`src/rtl/rand_req_arbiter.sv`:
```
// Round-robin arbiter that shares one 4-bit game RNG among N_REQ clients and
// returns a range-limited draw (reject-and-retry, then fold-back) to the winner.
module rand_req_arbiter #(
  parameter int N_REQ     = 10,
  parameter int MAX_VAL   = 9,
  parameter int RETRY_MAX = 2
) (
  input  logic             clk,
  input  logic             reset_n,
  input  logic [N_REQ-1:0] req,
  input  logic [3:0]       rand_in,
  output logic [N_REQ-1:0] gen_en,
  output logic [N_REQ-1:0] grant,
  output logic [3:0]       rand_out,
  output logic             rand_valid,
  output logic             busy,
  output logic [7:0]       drop_cnt,
  output logic [1:0]       dbg_state
);

  // Handshake: req is a level request held by the client until it sees grant;
  // grant and rand_valid form a one-cycle pulse with no backpressure, and
  // rand_out stays stable from that pulse until the next grant.

  localparam int          IW       = (N_REQ > 1) ? $clog2(N_REQ) : 1;
  localparam logic [3:0]  MAX4     = 4'(MAX_VAL);
  localparam logic [3:0]  FOLD4    = 4'(MAX_VAL + 1);
  localparam logic [2:0]  RETRY3   = 3'(RETRY_MAX);
  localparam logic [IW-1:0] LAST_RST = IW'(N_REQ - 1);

  typedef enum logic [1:0] {
    IDLE   = 2'd0,
    STEP   = 2'd1,
    SAMPLE = 2'd2,
    GRANT  = 2'd3
  } state_t;

  state_t           state, state_nxt;
  logic [IW-1:0]    sel, sel_nxt;
  logic [IW-1:0]    rr_last, rr_last_nxt;
  logic [2:0]       retry_cnt, retry_cnt_nxt;
  logic [3:0]       value, value_nxt;
  logic [N_REQ-1:0] grant_nxt;
  logic             rand_valid_nxt;
  logic [3:0]       rand_out_nxt;
  logic [7:0]       drop_cnt_nxt;
  logic [IW-1:0]    pick_idx;

  function automatic logic [N_REQ-1:0] onehot(input logic [IW-1:0] s);
    logic [N_REQ-1:0] v;
    v    = '0;
    v[s] = 1'b1;
    return v;
  endfunction

  // First set request bit searching upward, circularly, from last+1.
  function automatic logic [IW-1:0] rr_pick(input logic [N_REQ-1:0] r,
                                            input logic [IW-1:0]    last);
    logic [IW-1:0] pick;
    logic          found;
    int            idx;
    pick  = last;
    found = 1'b0;
    idx   = 0;
    for (int i = 1; i <= N_REQ; i++) begin
      idx = (int'(last) + i) % N_REQ;
      if (!found && r[idx]) begin
        pick  = IW'(idx);
        found = 1'b1;
      end
    end
    return pick;
  endfunction

  assign pick_idx  = rr_pick(req, rr_last);
  assign gen_en    = (state == STEP) ? onehot(sel) : '0;
  assign busy      = (state != IDLE);
  assign dbg_state = state;

  always_ff @(posedge clk) begin
    if (reset_n) begin
      state      <= IDLE;
      sel        <= '0;
      rr_last    <= LAST_RST;
      retry_cnt  <= '0;
      value      <= '0;
      grant      <= '0;
      rand_out   <= '0;
      rand_valid <= 1'b0;
      drop_cnt   <= '0;
    end else begin
      state      <= state_nxt;
      sel        <= sel_nxt;
      rr_last    <= rr_last_nxt;
      retry_cnt  <= retry_cnt_nxt;
      value      <= value_nxt;
      grant      <= grant_nxt;
      rand_out   <= rand_out_nxt;
      rand_valid <= rand_valid_nxt;
      drop_cnt   <= drop_cnt_nxt;
    end
  end

  always_comb begin
    state_nxt      = state;
    sel_nxt        = sel;
    rr_last_nxt    = rr_last;
    retry_cnt_nxt  = retry_cnt;
    value_nxt      = value;
    grant_nxt      = '0;
    rand_valid_nxt = 1'b0;
    rand_out_nxt   = rand_out;
    drop_cnt_nxt   = drop_cnt;

    case (state)
      IDLE: begin
        if (req != '0) begin
          sel_nxt       = pick_idx;
          retry_cnt_nxt = '0;
          state_nxt     = STEP;
        end
      end
      STEP: begin
        state_nxt = SAMPLE;
      end
      SAMPLE: begin
        if (rand_in <= MAX4) begin
          value_nxt = rand_in;
          state_nxt = GRANT;
        end else if (retry_cnt == RETRY3) begin
          // Out-of-range values are at most 15, so one subtraction lands in range.
          value_nxt = rand_in - FOLD4;
          state_nxt = GRANT;
        end else begin
          retry_cnt_nxt = retry_cnt + 3'd1;
          state_nxt     = STEP;
        end
      end
      GRANT: begin
        rr_last_nxt = sel;
        state_nxt   = IDLE;
        if (req[sel]) begin
          grant_nxt      = onehot(sel);
          rand_valid_nxt = 1'b1;
          rand_out_nxt   = value;
        end else if (drop_cnt != 8'hFF) begin
          drop_cnt_nxt = drop_cnt + 8'd1;
        end
      end
      default: begin
        state_nxt = IDLE;
      end
    endcase
  end

endmodule
```
`config.mk`:
```
export PLATFORM = sky130hd
export DESIGN_NAME = rand_req_arbiter
export DESIGN_NICKNAME = d
export VERILOG_FILES = /design/src/rtl/rand_req_arbiter.sv
export SDC_FILE = /design/constraint.sdc
export NUM_CORES = 1
export LEC_CHECK = 0
export BUFFER_PORTS_ARGS = -buffer_cell sky130_fd_sc_hd__buf_2
export CORE_AREA = 2 2 116 118
export CTS_CLUSTER_DIAMETER = 100
export DETAILED_ROUTE_END_ITERATION = 8
export DIE_AREA = 0 0 118 120
export PLACE_DENSITY = 0.72
export REMOVE_ABC_BUFFERS = 1
export SYNTH_ARGS = -nofsm -noshare
export SYNTH_HDL_FRONTEND = slang
export SYNTH_SLANG_ARGS = --single-unit
```
`constraint.sdc`:
```
create_clock -name clk -period 5.4 [get_ports clk]
set_clock_uncertainty 0.05 [all_clocks]
set_input_delay 1.35 -clock clk [delete_from_list [all_inputs] [get_ports clk]]
set_output_delay 1.35 -clock clk [all_outputs]
set_load 0.01 [all_outputs]
```
==> results.md, run 1 <==
Place:
- The number of I/O port buffers is slightly above 50.
- Detailed placement finished with a half-perimeter wire length of roughly 13 mm.
- Routability-driven placement finished with a final weighted congestion of between 0.9 and 1.
- The placed instance area is slightly above 6000 um2.
- The worst setup slack before clock tree synthesis is ~600 ps.

Pwr:
- The leakage dissipation is approximately 2.6 nW.
- The worst-case IR drop observed on VDD is around 0.11 mV.
- The design draws 1.142 mW.
- The power density over cell area is 181.5 nW/um2.

Routing:
- For this run, the detailed router's first-pass iteration total came to 5.
- The post-route antenna net violation count is 0.
- Dividing the detail-routed via count by the number of cells gives between 6 and 7.
- The total via count in the routed design is roughly 5800.
- After detailed routing, the average wire length per cell comes to between 15 and 20 um.
- For this run, design rule violations remaining after detail routing come to 0.
- The count of routing violations after the opening detailed-route iteration is 589.
- After detailed routing, the total wire length is 16.34 mm.

Finish:
- The final instance area is roughly 6300 um2.
- The multi-input combinational cell area is approximately 4600 um2.
- The sequential cell area in the final layout is 800.8 um2.
- The growth of design area from synthesis to finish is 9.588%.
- At the end of the flow, the number of nets in the layout was 833.
- The post-route netlist has 18.02% of its cells at a drive strength greater than 1.
- Leaving out fill and tap cells, the most frequent cell in the layout is sky130_fd_sc_hd__nor2_1.
- The top cell types in the final layout, fill and taps aside, are 80 x sky130_fd_sc_hd__nor2_1, 59 x sky130_fd_sc_hd__nand2_1, 51 x sky130_fd_sc_hd__buf_2.
- The number of fillers in the final layout is 1252.

Worst setup path:
- The stage delay of the slowest cell on the critical path is between 500 and 600 ps.
- At the worst endpoint, the required time is between 5000 and 6000 ps.
- For this design, the slowest cell found on the critical path is sky130_fd_sc_hd__ha_1.
- The cell that appears most often on the critical path is sky130_fd_sc_hd__ha_1.
- The critical path goes through ha_1 > ha_1 > ha_1 > a211oi_1 > a22oi_1 > and2_1 > ha_1 > mux2i_1 > a211oi_1 > a31oi_1 > a221oi_1 > a21o_1 > nor4b_1 > nand3_1 > and4_4 > a211oi_2.
- At the worst endpoint, the arrival time is between 5000 and 6000 ps.
- The type of origin of the critical path is a flop.
- The kind of cell with the highest combined delay along the critical path is adder cells.
- The number of buffers and inverters on the critical path is 0.
- The largest fanout on the critical path is 11.
- The worst setup path is of the reg2reg kind.
- The nature of the critical path endpoint is a flop.

Synthesis:
- In this run the biggest area consumer among cell types represents roughly 14% of the synthesized area.
- The share of synthesized flip-flops with an asynchronous set or reset is 0%.
- After synthesis, the netlist uses 99 different library cells.
- The most used flip-flop cell after synthesis is sky130_fd_sc_hd__dfxtp_1.
- The largest area contributor in the synthesized netlist is sky130_fd_sc_hd__dfxtp_1.
- The synthesized instance count is roughly 740.
- The total of flip-flops plus latches after synthesis is 40.
- By area the synthesized netlist is led by sky130_fd_sc_hd__dfxtp_1 14%, sky130_fd_sc_hd__ha_1 8.9%, sky130_fd_sc_hd__mux2i_1 5.9%.
- The mean post-synth cell area is 7.738 um2.
- During synthesis, Yosys emitted a total of 0 warnings.
- The post-synthesis cell area is 5742 um2.
- The share of the yosys chip area belonging to registers is between 10% and 20%.
- In this run, synthesis inferred 0 flip-flops with an integrated enable.

GRT:
- The pin count of the biggest net entering global routing is 33.
- The total congestion overflow is 0.
- The number of antenna violations at the first check in global routing is 1.
- The number of global-route vias before repair is between 5000 and 6000.
- The first global-routing pass estimated around 27 mm of wire.
- The overall routing resource usage is a little under a quarter.

Floorplanning:
- The initial core utilization is ~44%.
- The die outline height is about 120 um.
- The I/O pin total is 52.
- The total die area is about 14000 um2.
- The area of the core is about 13000 um2.
- Row generation in the floorplan step produced 42 rows.
- The x dimension of the die is between 100 and 150 um.

STA:
- The final number of max-transition violations came to 0.
- The worst path uses approximately 92% of the clock period.
- The post-route worst setup slack is 458.9 ps.
- The routed design could run at a clock period as short as slightly below 5000 ps.
- The final sum of negative setup slack is 0 ps.
- At the pin with the least slew margin, the transition time is about 940 ps.
- Setup violations remaining at the end of the flow were counted as 0.
- The normalized max-slew margin is a little over a third.
- The final hold violation count is 0.
- The maximum clock frequency is between 200 and 250 MHz.
- Setup repair after global routing left no endpoint under its margin.

Clock tree:
- The H-tree generated during clock tree synthesis spans 2 levels.
- Post-CTS timing repair inserted 0 buffers for setup.
- The number of gates resized after cts is 0.
- The clock slew at the register clock pins of the worst setup and hold paths is 70 ps.
- Buffers inserted during clock tree synthesis total 5.
- The clock net in this run drives a total of 40 sinks.
- Buffers inserted to repair hold after CTS numbered 0.
- The clock reaches the later pin of the worst-skew pair after between 200 and 300 ps.
- The cell chosen for the clock root is sky130_fd_sc_hd__clkbuf_16.
- TritonCTS built the clock tree.
- The maximum count of clock buffers along a single path is 2.

Status:
- The run finished with clean final reports.

Flow run:
- The max-capacitance violation count is 0.

Worst hold path:
- The path type of the worst min-delay path is reg2reg.
-- per-stage QoR --
step           std cells  util, %  hold slack (ps)
4_1_cts              953    48.46            449.4
3_5_place_dp         945    47.14            427.7
5_1_grt              953    48.46            479.3
6_report             954    48.48            443.3
2_1_floorplan        700        -            403.7
3_3_place_gp         945    47.14            416.5
-- sequential cells by signal (all words and copies together), names as in the netlist --
register	count
dbg_state	2
drop_cnt	8
grant	10
rand_out	4
rand_valid	1
retry_cnt	3
rr_last	4
sel	4
value	4
-- area by class of cell --
| cell class | count | area share (%) |
|---|---|---|
| Multi-Input combinational cell | 631 | 73.08 |
| Sequential cell | 40 | 12.73 |
| Timing Repair Buffer | 69 | 6.204 |
| Tap cell | 176 | 3.500 |
| Clock buffer | 5 | 1.988 |
| Inverter | 29 | 1.730 |
| Clock inverter | 3 | 0.7357 |
| Antenna cell | 1 | 0.03977 |
-- layer usage --
layer	track usage [%]	routed length (um)	up-vias
met1	30.34	7428	2755
li1	-	-	2834
met5	0	0	-
met4	5.045	250	0
met3	2.994	1086	26
met2	38.95	7574	229
-- worst reg2reg max path: cells and delay by family, from the launching register on --
kind | cells | cell delay [ps]
compound gates | 7 | 1570
fa+ha+maj | 4 | 1590
flops | 1 | 470
mux | 1 | 140
simple gates | 4 | 1030
-- kinds of logic after synthesis --
group	Yosys count	share of synthesized area, %
AO/OA/AOI/OAI	201	25.89
flip-flops	40	13.95
multiplexers	57	12.01
AND/OR/NAND/NOR	288	25.65
buffers and inverters	71	5.970
adder cells (fa/ha/maj)	45	9.653
XOR/XNOR	40	6.886
-- path summary, 6_finish.rpt --
check / start / end / slack [ps] / depth (start not counted)
min reg2reg: rand_out[1] / rand_out[1] / 440 / 2
max: rr_last[2] / sel[3] / 460 / 16
min: rand_out[1] / rand_out[1] / 440 / 2
max reg2reg: rr_last[2] / sel[3] / 460 / 16
-- synthesized netlist by cell type (all sizes together) (8+ instances only) --
| cell | count |
|---|---|
| nand3 | 36 |
| mux2i | 35 |
| a21o | 8 |
| a21oi | 43 |
| xnor2 | 33 |
| or2 | 9 |
| nor2 | 80 |
| inv | 29 |
| nand4 | 8 |
| nor2b | 11 |
| nand3b | 8 |
| ha | 41 |
| dfxtp | 40 |
| nor3 | 15 |
| clkbuf | 19 |
| buf | 23 |
| nand2 | 59 |
| nand2b | 17 |
| a211oi | 16 |
| o211ai | 14 |
| mux2 | 15 |
| o21ai | 27 |
| a31oi | 17 |
-- power breakdown --
part	switching, mW	internal, mW
Combinational	0.273	0.189
Sequential	0.0222	0.303
Clock	0.134	0.220
(Power assumes the default switching activity.)
==> run 2, diff against run 1 <==
- PLACE_DENSITY: 0.72 -> 0.71
==> results.md, run 2 (synthesized netlist as in run 1, its figures left out) <==
STA:
- The final number of max-transition violations is 0 (unchanged).
- The slew at the pin with the worst max-slew slack was 818.0 ps (-118.0 ps).
- The final hold violation count is 0 (unchanged).
- The final-report setup violation count was 0 (unchanged).
- The time the worst path needs with I/O delays and setup was 4959 ps (+17.53 ps).
- The final sum of negative setup slack is 0 ps (unchanged).
- The post-route worst setup slack was 441.4 ps (-17.52 ps).
- The normalized max-slew margin is 43.91% (+7.3 points).
- The final critical-path share of the clock period was 91.83% (+0.32 points).
- The maximum clock frequency is 201.7 MHz (-0.35%).
- Setup repair after global routing left no endpoint under its margin.
- The worst hold margin is 438.5 ps (-4.788 ps).

Clock tree:
- The insertion delay of the later-clocked pin in the worst-skew pair is 280 ps (about the same).
- The post-cts hold buffer count is 0 (unchanged).
- The CTS tree is done.
- The maximum count of clock buffers along a single path is 2 (unchanged).
- The number of buffers created by CTS was 5 (unchanged).
- The tree is rooted in a sky130_fd_sc_hd__clkbuf_16.
- The clock sink count was 40 (unchanged).
- The number of gates resized after cts is 0 (unchanged).
- The post-CTS setup buffer count is 0 (unchanged).
- The number of levels the H-tree was split into is 2 (unchanged).
- The clock slew at the register clock pins of the worst setup and hold paths is 60 ps (about the same).

Finish:
- The multi-input combinational cell area is 4598 um2 (unchanged).
- The largest registers in the layout are grant: 10 flops, drop_cnt: 8 flops.
- The most common cell after layout, fill and taps aside is sky130_fd_sc_hd__nor2_1.
- Relative to the synthesized area, the layout overhead comes to 9.959%.
- In the layout the commonest cells are 80 x sky130_fd_sc_hd__nor2_1, 59 x sky130_fd_sc_hd__nand2_1, 51 x sky130_fd_sc_hd__buf_2.
- The sequential cell area in the final layout is 800.8 um2 (unchanged).
- The antenna cell count came to 0 (-1).
- The flip-flop count of the largest register after layout is 10 (unchanged).
- The layout cell share with drive strength beyond 1 is 18.33% (+0.32 points).
- The number of fillers in the final layout is 1265 (+1.0%).
- The layout net count was 836 (+0.36%).
- Counting flops per register, the top entry is grant.

Floorplanning:
- The area of the core is 12980 um2 (unchanged).
- The standard-cell row count is 42 (unchanged).
- The die outline height was 120 um (unchanged).
- The total die area is 14160 um2 (unchanged).
- The I/O pin total came to 52 (unchanged).
- The x dimension of the die is 118 um (unchanged).
- The initial core utilization is 44.24% (unchanged).

Worst setup path:
- The type of origin of the critical path is a flop.
- The nature of the critical path endpoint is a flop.
- The worst setup path startpoint is rr_last[1].
- The data required time at the worst endpoint is 5550 ps (about the same).
- The arrival time of the worst setup path is 5110 ps (about the same).
- The critical path in this run is classified as reg2reg.
- The largest fanout on the critical path was 22 (+11).
- The launching point of the worst reg2reg path is rr_last[1].

Routing:
- The post-route antenna net violation count was 0 (unchanged).
- The routed length per instance is 17.18 um (+0.31%).
- The routed wire length on met3 is 1.130 mm (+4.1%).
- The number of remaining DRC errors is 0 (unchanged).
- The total routed wirelength is 16.43 mm (+0.52%).
- The detailed-routed wire length on met2 is 7.177 mm (-5.2%).
- The count of routing violations after the opening detailed-route iteration is 625 (+6.1%).
- The uppermost metal layer occupied by signal nets is met4.
- The number of iterations in the first detailed-routing pass is 5 (unchanged).
- The length of routed wiring on met1 is 7.590 mm (+2.2%).
- The via count normalized by instance count is 6.100 (-0.41%).
- The total via count in the routed design is 5832 (-0.21%).

GRT:
- The overall routing resource usage is 23.02% (+0.33 points).
- The number of antenna violations at the first check in global routing is 0 (-1).
- The number of global-route vias before repair is 5293 (+1.6%).
- The wire length of the first global-routing pass is 27.07 mm (+1.9%).
- The total congestion overflow is 0 (unchanged).
- The pin count of the biggest net entering global routing is 28 (-15%).

Place:
- The weighted congestion at the end of routability-driven global placement is 0.9779 (+6.0%).
- The worst setup slack before clock tree synthesis came to 586.2 ps (-10.55 ps).
- The number of I/O port buffers is 51 (unchanged).
- The final HPWL from detailed placement was 12.92 mm (+1.5%).

Pwr:
- The leakage dissipation is 2.652 nW (+0.62%).
- The power density over cell area is 180.9 nW/um2 (-0.32%).
- The worst-case vdd ir drop is 0.1309 mV (+18%).

Flow run:
- The max-capacitance violation count is 0 (unchanged).

Status:
- The run finished with clean final reports.

Worst hold path:
- The path type of the worst min-delay path is reg2reg.
- The launch instance of the worst min-delay path is value[2].
run 2: stage by stage:
step / area, um2 / power (mW) / instances / util [%]
floorplan: 5508 / 0.6600 / 700 / -
global placement: 6141 / 0.7879 / 948 / 47.31
detailed placement: 6141 / 0.7873 / 948 / 47.31
CTS: 6314 / 1.133 / 956 / 48.64
global route: 6314 / 1.199 / 956 / 48.64
finish: 6314 / 1.142 / 956 / 48.64
run 2: critical path, cell delays in order (launching register included):
cell and delay, ps:
sky130_fd_sc_hd__dfxtp_1 500, sky130_fd_sc_hd__buf_4 320, sky130_fd_sc_hd__ha_1 520, sky130_fd_sc_hd__xnor2_2 270, sky130_fd_sc_hd__nand2_1 100, sky130_fd_sc_hd__ha_1 290, sky130_fd_sc_hd__nor2b_1 360, sky130_fd_sc_hd__a211oi_1 140
sky130_fd_sc_hd__nor4_1 480, sky130_fd_sc_hd__a21oi_1 210, sky130_fd_sc_hd__o2111ai_1 260, sky130_fd_sc_hd__o311ai_1 250, sky130_fd_sc_hd__buf_4 220, sky130_fd_sc_hd__nor4b_1 350, sky130_fd_sc_hd__nand3_1 170, sky130_fd_sc_hd__and4_4 180
sky130_fd_sc_hd__a211oi_2 190
run 2: path summary, 6_finish.rpt:
path / slack [ps] / depth (start not counted) / end
max: 440 / 16 / sel[3]
min: 440 / 2 / value[2]
max reg2reg: 440 / 16 / sel[3]
min reg2reg: 440 / 2 / value[2]
run 2: where the power goes:
group | switching [mW] | internal [mW]
combinational | 0.277 | 0.191
sequential | 0.0228 | 0.304
clock | 0.128 | 0.220
run 2: per-layer routing:
metal / GRT usage [%] / vias to the layer above
li1: - / 2845
met1: 31.93 / 2683
met2: 37.06 / 254
met3: 2.281 / 50
met4: 8.434 / 0
met5: 0 / -
run 2: layout make-up:
cell class                      count  area share [%]
Inverter                           29           1.724
Clock inverter                      3          0.7531
Timing Repair Buffer               72           6.540
Sequential cell                    40           12.68
Tap cell                          176           3.488
Clock buffer                        5           1.982
Multi-Input combinational cell    631           72.83
